## config.mk

```make
export PLATFORM = sky130hd
export DESIGN_NAME = mem_arbiter
export DESIGN_NICKNAME = d
export VERILOG_FILES = /design/src/rtl/mem_arbiter.sv
export SDC_FILE = /design/constraint.sdc
export NUM_CORES = 1
export LEC_CHECK = 0
export CAP_MARGIN = 10
export CORE_ASPECT_RATIO = 0.7
export CORE_MARGIN = 2
export CORE_UTILIZATION = 35
export DETAILED_ROUTE_END_ITERATION = 7
export HOLD_SLACK_MARGIN = 0.15
export PLACE_DENSITY = 0.77
export SLEW_MARGIN = 20
export SYNTH_ARGS = -nofsm -noshare
export SYNTH_HDL_FRONTEND = slang
export SYNTH_SLANG_ARGS = --single-unit
export TNS_END_PERCENT = 10
```

## constraint.sdc

```tcl
create_clock -name clk -period 1.3 [get_ports clk]
set_input_delay 0.13 -clock clk [delete_from_list [all_inputs] [get_ports clk]]
set_output_delay 0.13 -clock clk [all_outputs]
set_load 0.005 [all_outputs]
```

## src/rtl/mem_arbiter.sv

```systemverilog
// Two-port arbiter in front of a single synchronous-write, registered-address RAM.
// Define MEM_ARBITER_ROUND_ROBIN_EN for round-robin tie-breaking; otherwise port 0 wins ties.
//
// state | meaning
// IDLE  | waiting for a request; picks a winner and latches its command
// CMD   | RAM command on the bus, grant pulse to the winner
// RDATA | RAM read data returned, rvalid pulse to the winner
module mem_arbiter #(
  parameter int ADDR_W = 9,
  parameter int DATA_W = 32
) (
  input  logic              clk,
  input  logic              clr_n,
  input  logic              req0,
  input  logic              req1,
  input  logic              we0,
  input  logic              we1,
  input  logic [ADDR_W-1:0] addr0,
  input  logic [ADDR_W-1:0] addr1,
  input  logic [DATA_W-1:0] wdata0,
  input  logic [DATA_W-1:0] wdata1,
  output logic              gnt0,
  output logic              gnt1,
  output logic              rvalid0,
  output logic              rvalid1,
  output logic [DATA_W-1:0] rdata,
  output logic [ADDR_W-1:0] ram_addr,
  output logic [DATA_W-1:0] ram_din,
  output logic              ram_we,
  input  logic [DATA_W-1:0] ram_dout
);

  typedef enum logic [1:0] {
    IDLE  = 2'd0,
    CMD   = 2'd1,
    RDATA = 2'd2
  } stateT;

  stateT             state;
  stateT             nextState;
  logic              pick;
  logic              winId;
  logic              winWe;
  logic [ADDR_W-1:0] latAddr;
  logic [DATA_W-1:0] latData;
  logic [DATA_W-1:0] rdataHold;
`ifdef MEM_ARBITER_ROUND_ROBIN_EN
  logic              lastWinner;
`endif

  // Tie-break only matters when both ports ask in the same IDLE cycle.
  always_comb begin
    pick = req1;
    if (req0 && req1) begin
`ifdef MEM_ARBITER_ROUND_ROBIN_EN
      pick = ~lastWinner;
`else
      pick = 1'b0;
`endif
    end
  end

  always_ff @(posedge clk or negedge clr_n) begin
    if (!clr_n) begin
      state <= IDLE;
    end else begin
      state <= nextState;
    end
  end

  always_comb begin
    nextState = state;
    gnt0      = 1'b0;
    gnt1      = 1'b0;
    rvalid0   = 1'b0;
    rvalid1   = 1'b0;
    ram_we    = 1'b0;
    rdata     = rdataHold;
    case (state)
      IDLE: begin
        if (req0 || req1) begin
          nextState = CMD;
        end
      end
      CMD: begin
        gnt0      = ~winId;
        gnt1      = winId;
        ram_we    = winWe;
        nextState = winWe ? IDLE : RDATA;
      end
      RDATA: begin
        rvalid0   = ~winId;
        rvalid1   = winId;
        rdata     = ram_dout;
        nextState = IDLE;
      end
      default: nextState = IDLE;
    endcase
  end

  // RAM address/data come straight from the latched command so they hold between accesses.
  assign ram_addr = latAddr;
  assign ram_din  = latData;

  always_ff @(posedge clk or negedge clr_n) begin
    if (!clr_n) begin
      winId     <= 1'b0;
      winWe     <= 1'b0;
      latAddr   <= '0;
      latData   <= '0;
      rdataHold <= '0;
`ifdef MEM_ARBITER_ROUND_ROBIN_EN
      lastWinner <= 1'b1;
`endif
    end else begin
      if (state == IDLE && (req0 || req1)) begin
        winId   <= pick;
        winWe   <= pick ? we1 : we0;
        latAddr <= pick ? addr1 : addr0;
        latData <= pick ? wdata1 : wdata0;
      end
      if (state == RDATA) begin
        rdataHold <= ram_dout;
      end
`ifdef MEM_ARBITER_ROUND_ROBIN_EN
      if (state == CMD) begin
        lastWinner <= winId;
      end
`endif
    end
  end

endmodule
```

==> results.md <==
* Failing checks: setup timing
* Unrepaired setup endpoints after global routing: yes
* Cell Pwr Density at 2290 nW/um^2
* Critical Path End Type: output pin
* Leakage power at about 3 nW
* Total Power at between 10 and 15 mW
* Port buffer count at 197
* Max Clock Skew at approximately 0.0030 ns
* Vias in the first global route at 2989
* Layout cells sized above 1 at 34.4%
* 1st-pass router iterations at 4
* Initial drt markers at 80
* Clock sink count at 77
* First-pass GRT wire length at approximately 16 mm
* Dpl ws at -0.430 ns
* Placed cell count at 547
* Vias at 2743
* Num rows at 30
* Global placer's final weighted congestion at 0.686
* Critical path required time at 1.17 ns
* Final WS setup at -0.572 ns
* Core ar. at 9680 sq um
* CTS clk-pin slew, worst paths at approximately 0.060 ns
* IO Count at 198
* Commonest non-fill, non-tap cells in the layout: 117 x clkdlybuf4s50_1, 77 x dfrtp_1, 73 x mux2_4
* Initial antenna violation count at 0
* Final period utilization at 144%
* VDD IR-drop max at 0.00116 V
* Final WL at about 10 mm
* Final Max Tran Viols at 0
* Cell area after layout at 6310 sq um
* Gr ovfl total at 0
* CP arrival at around 1.7 ns
* Worst Hold Class: input port to flip-flop
* Relative slew slack at 72.6%
* Wire per inst at 17.7 microns
* Final ANT Viol Nets at 0
* Critical Path Start Type: flip-flop
* Largest net degree at the start of global routing at 78
* Mapped Cells at 227
* Drt drc at 0
* H-tree Lvls at 3
* DP HPWL at 6.90 mm
* Hold Crit Depth at 3
* Placement-stage cell area at 5650 sq um
* Fin cells at 581
* Setup CP Type: flip-flop to output pin
* Launching point of the worst reg2reg path: state[0]
* Clk_lat worst skew at 0.33 ns
* Final nets at between 500 and 600
* Met2 Use GR at 33.1%
* Vert. Die Dim at a little under 90 microns
* Area Overhead vs Synth at 80.7%
* Total CTS buffers at 9
* Max Fclk at 534 MHz
* Status: finished with violations
* Reg2Reg Setup Slack at -0.22 ns
* Antenna Diode Count at 0
* R2r endpoint: rdataHold[11]
* Synth Cell Area at 3490 sq um
* Mapped Avg Cell Area at 15.4 sq um
* CP Max Fanout at 5
* Max-cap violations at 0
* Met3 Usage GRT at 5.53%
* Synthesized flop and latch total at 77
* Final Setup Violations at 94
* Die area at 10800 sq um
* Total GRT Usage at 19.2%
* Drt via density at approximately 4.7
* GR peak layer: met2
* Syn_nets at 347
* Most common cell after layout, fill and taps aside: clkdlybuf4s50_1
* Die X at ~120 microns
* Root buf cell: clkbuf_16
* Sequential fraction of the synthesis area at 55.2%
* Initial Util at 36.0%
* YS warnings at 0
* Final number of hold-violating endpoints at 0
* GRT met1 Usage at 23.6%
* Max clock buf depth at 2
* WHS Endpoint: winId
* Netlist cell types at 18
* Period minus WS final at 1.87 ns
* Measured slew at the worst slew-check pin at 0.411 ns
* Cells on worst reg2reg path at 6
* Worst hold start: req0
* CTS tree: built
-- critical path: stages, from the launching register on --
cell,delay (ns)
dfrtp_1,0.41
nor2b_4,0.19
buf_6,0.16
buf_16,0.12
buf_6,0.10
mux2_4,0.31
buf_6,0.12
-- worst max path at each step --
| stage | depth (start not counted) | start | endpoint |
|---|---|---|---|
| after floorplan | 5 | state[1] | ram_din[10] |
| after global placement | 4 | state[0] | rdata[3] |
| after detailed placement | 4 | state[0] | rdata[3] |
| after CTS | 6 | state[0] | rdata[8] |
| after global routing | 6 | state[0] | rdata[9] |
| final | 6 | state[0] | rdata[9] |
-- routing by layer --
| metal | share of wire, % | vias up | routed length, microns |
|---|---|---|---|
| met5 | 0 | - | 0 |
| met4 | 1.3 | 0 | 130 |
| met3 | 7.1 | 13 | 731 |
| met2 | 49 | 111 | 5100 |
| met1 | 42 | 1336 | 4340 |
| li1 | - | 1283 | - |
-- cell type report --
type / instances / area (sq um)
flip-flops and latches: 77 / 1930
repair buffers: 229 / 2320
clock inverters: 3 / 68.8
fillers: 733 / 3380
multi-input cells: 129 / 1580
clock buffers: 13 / 250
well taps: 128 / 160
inverters: 2 / 7.51
-- cells by family after synthesis --
logic type	synth area share, %
simple gates	1.51
mux	28.6
compound gates	10.5
flops	55.2
buf+inv	4.23
-- sequential cells by signal (all words and copies together), names as in the netlist --
signal,count
ram_addr,9
winId,1
state,2
rdataHold,32
winWe,1
ram_din,32
-- per-stage QoR --
stage | TNS [ns] | util (%) | hold slack [ns]
6_report | -25.03 | 65.1 | 0.315
2_1_floorplan | -1.85 | - | -0.166
3_3_place_gp | -24.37 | 58.3 | 0.177
3_5_place_dp | -26.15 | 58.3 | 0.185
4_1_cts | -26.70 | 65.1 | 0.298
5_1_grt | -30.69 | 65.1 | 0.334
-- synth_stat cells (all sizes together) --
master,instances,area share (%)
a22oi,1,0.22
nor2b,2,0.43
nand2b,1,0.18
mux2,75,28
o21a,1,0.22
clkbuf,4,0.43
buf,15,3.6
dfrtp,77,55
a21oi,2,0.29
mux2i,1,0.29
and2,2,0.36
nor2,5,0.54
a22o,39,9.8
inv,2,0.22
-- where the power goes --
part           total, mW  internal [mW]  switching, mW
combinational       7.67           5.10           2.57
sequential          4.11           3.59          0.527
clock               2.67           1.74          0.936
total               14.5           10.4           4.04
-- what timing repair did --
| item | 4_1_cts | 5_1_grt |
|---|---|---|
| gates resized for setup | 241 | 10 |
| hold endpoints to repair | 77 | 0 |
| buffers inserted | 16 | 0 |
| cloned | 3 | 0 |
| hold buffers | 1 | 0 |
| endpoints found under the setup margin | 121 | 112 |
| pin swaps | 0 | 1 |
Note: power is estimated with default switching activity, not from simulation.
